`config.mk`:
```
export PLATFORM = sky130hd
export DESIGN_NAME = conv_sequencer
export DESIGN_NICKNAME = d
export VERILOG_FILES = /design/src/rtl/conv_sequencer.sv
export SDC_FILE = /design/constraint.sdc
export NUM_CORES = 1
export LEC_CHECK = 0
export BUFFER_PORTS_ARGS = -buffer_cell sky130_fd_sc_hd__buf_2
export CAP_MARGIN = 10
export CORE_MARGIN = 10
export CORE_UTILIZATION = 54
export DETAILED_ROUTE_END_ITERATION = 10
export GPL_TIMING_DRIVEN = 0
export PLACE_DENSITY = 0.75
export SLEW_MARGIN = 20
export SYNTH_ARGS = -nofsm -noshare
export SYNTH_HDL_FRONTEND = slang
export SYNTH_SLANG_ARGS = --single-unit
```
`constraint.sdc`:
```
create_clock -name clock -period 4.65 [get_ports clock]
set_clock_uncertainty 0.1 [all_clocks]
set_input_delay 0.2325 -clock clock [delete_from_list [all_inputs] [get_ports clock]]
set_output_delay 0.2325 -clock clock [all_outputs]
set_load 0.03 [all_outputs]
```
`src/rtl/conv_sequencer.sv`:
```
// rtl/conv_sequencer.sv - thermometer chain conversion sequencer
// Clears the chain, enables the comparators for a bounded window, then accumulates NSAMP popcounts.
module conv_sequencer #(
   parameter int NBITS   = 10,
   parameter int NSAMP   = 4,
   parameter int WINDOW  = 8,
   parameter int CLR_CYC = 2,
   localparam int W      = $clog2(NBITS + 1),
   localparam int RW     = W + $clog2(NSAMP),
   localparam int SCW    = $clog2(NSAMP + 1)
) (
   input  logic             clock,
   input  logic             res,
   input  logic             start,
   input  logic             abort,
   input  logic [NBITS-1:0] clc,
   input  logic             out_ready,
   output logic             comp_en,
   output logic             chain_clr,
   output logic             busy,
   output logic [RW-1:0]    result,
   output logic             result_valid,
   output logic             sat,
   output logic             bubble
);

   typedef enum logic [2:0] {
      IDLE, CLEAR, ARM, WAIT, SETTLE, CAPTURE, OUTPUT
   } state_t;

   state_t           r_state, w_next;
   logic [NBITS-1:0] r_clc_m, r_clc_s;
   logic [3:0]       r_clr_cnt;
   logic [7:0]       r_win_cnt;
   logic             r_settle_cnt;
   logic [SCW-1:0]   r_samp_cnt;
   logic [RW-1:0]    r_acc;
   logic             r_sat, r_bubble;
   logic [W-1:0]     w_code;
   logic             w_bubble;
   logic [SCW-1:0]   w_samp_inc;

   always_comb begin
      w_code = '0;
      for (int i = 0; i < NBITS; i++) w_code = w_code + W'(r_clc_s[i]);
   end

   // a 1 above a 0 means the thermometer is not monotonic
   assign w_bubble   = |(r_clc_s[NBITS-1:1] & ~r_clc_s[NBITS-2:0]);
   assign w_samp_inc = r_samp_cnt + SCW'(1);

   always_comb begin
      w_next = r_state;
      case (r_state)
         IDLE:    if (start) w_next = CLEAR;
         CLEAR:   if (r_clr_cnt == 4'(CLR_CYC - 1)) w_next = ARM;
         ARM:     w_next = WAIT;
         WAIT:    if (r_clc_s[NBITS-1] || r_win_cnt == 8'(WINDOW - 1)) w_next = SETTLE;
         SETTLE:  if (r_settle_cnt) w_next = CAPTURE;
         CAPTURE: w_next = (w_samp_inc == SCW'(NSAMP)) ? OUTPUT : CLEAR;
         OUTPUT:  if (out_ready) w_next = IDLE;
         default: w_next = IDLE;
      endcase
      if (abort) w_next = IDLE;
   end

   always_ff @(posedge clock or negedge res) begin
      if (!res) begin
         r_state      <= IDLE;
         r_clc_m      <= '0;
         r_clc_s      <= '0;
         r_clr_cnt    <= '0;
         r_win_cnt    <= '0;
         r_settle_cnt <= 1'b0;
         r_samp_cnt   <= '0;
         r_acc        <= '0;
         r_sat        <= 1'b0;
         r_bubble     <= 1'b0;
      end else begin
         r_state      <= w_next;
         r_clc_m      <= clc;
         r_clc_s      <= r_clc_m;
         r_clr_cnt    <= (r_state == CLEAR) ? r_clr_cnt + 4'd1 : 4'd0;
         r_settle_cnt <= (r_state == SETTLE) ? ~r_settle_cnt : 1'b0;
         if (r_state == ARM)
            r_win_cnt <= '0;
         else if (r_state == WAIT)
            r_win_cnt <= r_win_cnt + 8'd1;
         if (r_state == IDLE && start) begin
            r_acc      <= '0;
            r_samp_cnt <= '0;
            r_sat      <= 1'b0;
            r_bubble   <= 1'b0;
         end else if (r_state == CAPTURE) begin
            r_acc      <= r_acc + RW'(w_code);
            r_samp_cnt <= w_samp_inc;
            r_sat      <= r_sat | (w_code == W'(NBITS));
            r_bubble   <= r_bubble | w_bubble;
         end
      end
   end

   // outputs are pure decodes of the state register, so they drop the instant reset asserts
   assign comp_en      = (r_state == ARM) || (r_state == WAIT);
   assign chain_clr    = (r_state == CLEAR);
   assign busy         = (r_state != IDLE);
   assign result_valid = (r_state == OUTPUT);
   assign result       = result_valid ? r_acc : '0;
   assign sat          = result_valid & r_sat;
   assign bubble       = result_valid & r_bubble;

endmodule

```
==> summary.txt <==
Placed design
  • Detail Placement HPWL: 3.19 mm
  • RePlAce Congestion: ~0.82
  • Cells after DPL: 298
  • Placed inst area: 0.00255 mm²
  • IO buf count: 26

Cells and area
  • Fraction of layout cells with a size suffix above 1: 0.165
  • Post-layout util: 0.671
  • Finished Layout Cells: 317
  • Post-route cell area: 0.00276 mm²
  • Filler cells: 319
  • Inserted Diodes: 0
  • Reg area: 0.00118 mm²
  • Fin nets: 299
  • Area of the multi-input gates: roughly 0.0010 mm²
  • Synthesis-to-finish area growth: 17.0%

Pwr
  • Max IR drop VDD: 250 µV
  • Pwr dens: 412 mW/mm²
  • Leakage: 0.00137 µW

Route
  • Routed WL per cell: 13.8 µm
  • First-pass DRT Iterations: 4
  • Final WL: 4.39 mm
  • DR iter-0 viols: 94
  • DR vias/cell: 5.28
  • Residual DRC: 0
  • Routed vias: 1675
  • Post-route ant nets: 0

Yosys
  • Syn_nets: 255
  • Synth warn: 0
  • Largest family of logic cells by synthesized area: simple AND/OR/NAND/NOR gates
  • Gate Count Post-Synth: 222
  • Top FF cell, synth: dfrtp_1
  • Yosys cell types: between 40 and 50
  • Syn Std Cell Area: 0.00236 mm²
  • Part of the Yosys area used for sequential elements: 0.498
  • Synth Area in XOR/XNOR: 0.0223
  • Cell with the most instances after synthesis: dfrtp_1
  • Yosys reg bits: 47
  • Ranking of synthesized cells by area: dfrtp_1 (50%), fa_1 (5.9%), ha_1 (5.8%)
  • Commonest cells post-synth: dfrtp_1 (47), nand2_1 (26), inv_1 (21)
  • Simple-gate share of the synthesized area: 0.181
  • Synth Area in Compound Gates: 0.107
  • Mux contribution to synthesized area: 0.0170
  • Post-synth EDFFs: 0
  • Async S/R FF share, synth: 1.00
  • Synthesized area per cell: roughly 11 µm²
  • Synth Area in Adders: 0.118
  • Share of the synthesized area in the top cell type: 0.498
  • Biggest area consumer among synthesized cells: dfrtp_1

Critical path
  • Critical setup path kind: reg2reg
  • Reg2Reg Depth: 14
  • RR Endpoint: r_acc[4]
  • RR Startpoint: r_clc_s[5]
  • Worst Setup Start Kind: register
  • Worst setup path end: r_acc[4]
  • Crit path max fanout: 4
  • Arr. time, crit path: 4.20 ns
  • CP bufs+invs: 3
  • Critical path data required time: 4.79 ns
  • Slowest stage delay, CP: between 0.5 and 0.6 ns
  • Crit-path cells: fa_1 -> inv_1 -> fa_1 -> fa_1 -> inv_1 -> ha_1 -> inv_1 -> fa_1 -> xnor2_1 -> ha_1 -> nor2b_1 -> o21a_1 -> o21ai_0 -> mux2i_1
  • CP max-delay cell: fa_1
  • Stages on worst setup path: 14
  • CP most frequent cell: fa_1
  • FF-to-FF setup slack: 0.59 ns
  • Delay-heaviest family, CP: adder cells
  • Critical path origin: r_clc_s[5]
  • Critical Path End Type: register

Timing
  • FMAX: 246 MHz
  • Final Hold Viols: 0
  • Slew headroom: 0.613
  • Min Tclk post-route: 4.06 ns
  • Final setup viols: 0
  • Slew @ Worst Pin: 0.580 ns
  • Max Slew Vio Count: 0
  • Final period util: 0.873
  • RSZ-0062 raised after global routing: no
  • Setup_tns: 0 ns

Global routing
  • Wire length of the first global-routing pass: roughly 7.6 mm
  • Initial antenna violation count: 0
  • Largest net degree at the start of global routing: 48
  • Vias in the first global route: 1668
  • Total GRT Usage: 0.126
  • GR Overflow Total: 0

Clock network
  • Sink Count: 47
  • CTS tree: done
  • CTS Buffer Depth: 2
  • Total CTS buffers: 5
  • Clk root buf: clkbuf_8
  • Worst-skew pair later-pin latency: 0.31 ns
  • Htree depth: 2
  • CTS clock-pin slew for the worst setup and hold paths: about 0.10 ns
  • Post-CTS Setup Bufs: 0

Outcome
  • Outcome: finished clean

Die
  • Die H: 86.1 µm
  • I/O Pins: 27
  • Starting Density: 0.574
  • Full die area: 0.00742 mm²
  • Die width: 86.1 µm
  • Placeable Area: between 0.004 and 0.005 mm²
  • Row cnt: 23

Flow run
  • Max-cap violations: 0

Hold path
  • Tightest Hold Check Type: in2reg
## per-layer routing
| layer | track usage | up-vias | wire length, µm |
|---|---|---|---|
| li1 | - | 837 | - |
| met1 | 0.152 | 791 | 2030 |
| met2 | 0.202 | 39 | 2000 |
| met3 | 0.0378 | 8 | 273 |
| met4 | 0.0554 | 0 | 82 |
| met5 | 0 | - | 0 |
## cell families after synthesis
kind of cell	count (synthesis)
flip-flops	47
XOR/XNOR	6
AO/OA/AOI/OAI	40
AND/OR/NAND/NOR	80
buffers and inverters	27
multiplexers	4
adder cells (fa/ha/maj)	18
## through the flow
step           hold slack (ns)  setup WS, ns  total power (µW)
6_report                0.0225         0.593              1140
5_1_grt                 0.0400         0.361              1210
4_1_cts                 0.0158         0.541              1150
3_5_place_dp             0.235         0.565               881
3_3_place_gp             0.231         0.699               868
2_1_floorplan           -0.163         0.853               777
## sequential cells by signal, indices dropped and copies added (netlist names)
| signal | flops |
|---|---|
| r_win_cnt | 8 |
| r_clr_cnt | 4 |
| r_state | 3 |
| r_clc_s | 10 |
| r_settle_cnt | 1 |
| r_clc_m | 10 |
| r_bubble | 1 |
| r_acc | 6 |
| r_samp_cnt | 3 |
| r_sat | 1 |
## where the power goes
part | total, µW | switching [µW] | internal (µW)
Sequential | 490 | 41.4 | 448
Combinational | 388 | 237 | 151
Clock | 261 | 150 | 111
Total | 1140 | 428 | 710
## how the worst min path moves through the flow
stage,start,endpoint,slack (ns),cells after the start
2_1_floorplan,res,r_acc[0],-0.16,0
3_3_place_gp,r_clc_m[6],r_clc_s[6],0.23,0
3_5_place_dp,r_clc_m[3],r_clc_s[3],0.23,0
4_1_cts,res,r_acc[1],0.02,1
5_1_grt,abort,r_state[1],0.04,2
6_report,abort,r_state[1],0.02,2
## area by class of cell
cell class	count	area share
multi-input cells	148	0.380
clock inverters	3	0.00952
well taps	50	0.0227
plain buffers	6	0.0208
repair buffers	37	0.0879
flip-flops and latches	47	0.426
inverters	21	0.0285
clock buffers	5	0.0249
## layout by cell type (no fill, tap or decap), drive strengths merged, types with 2 or more instances in the layout
cell and n:
a211oi 4, a21oi 8, a22o 2, a31oi 2, and2 8, buf 32, clkbuf 5, dfrtp 47
dlygate4sd3 11, fa 7, ha 11, inv 23, mux2i 4, nand2 26, nand3 5, nand3b 2
nor2 19, nor2b 4, nor3 7, nor4 2, o21ai 15, o31ai 2, xnor2 4, xor2 2
## timing repair
item / in CTS / in global routing
gates resized for setup: 0 / 0
hold buffers: 10 / 1
hold endpoints to repair: 10 / 47
Power figures use the tool's default switching activity.
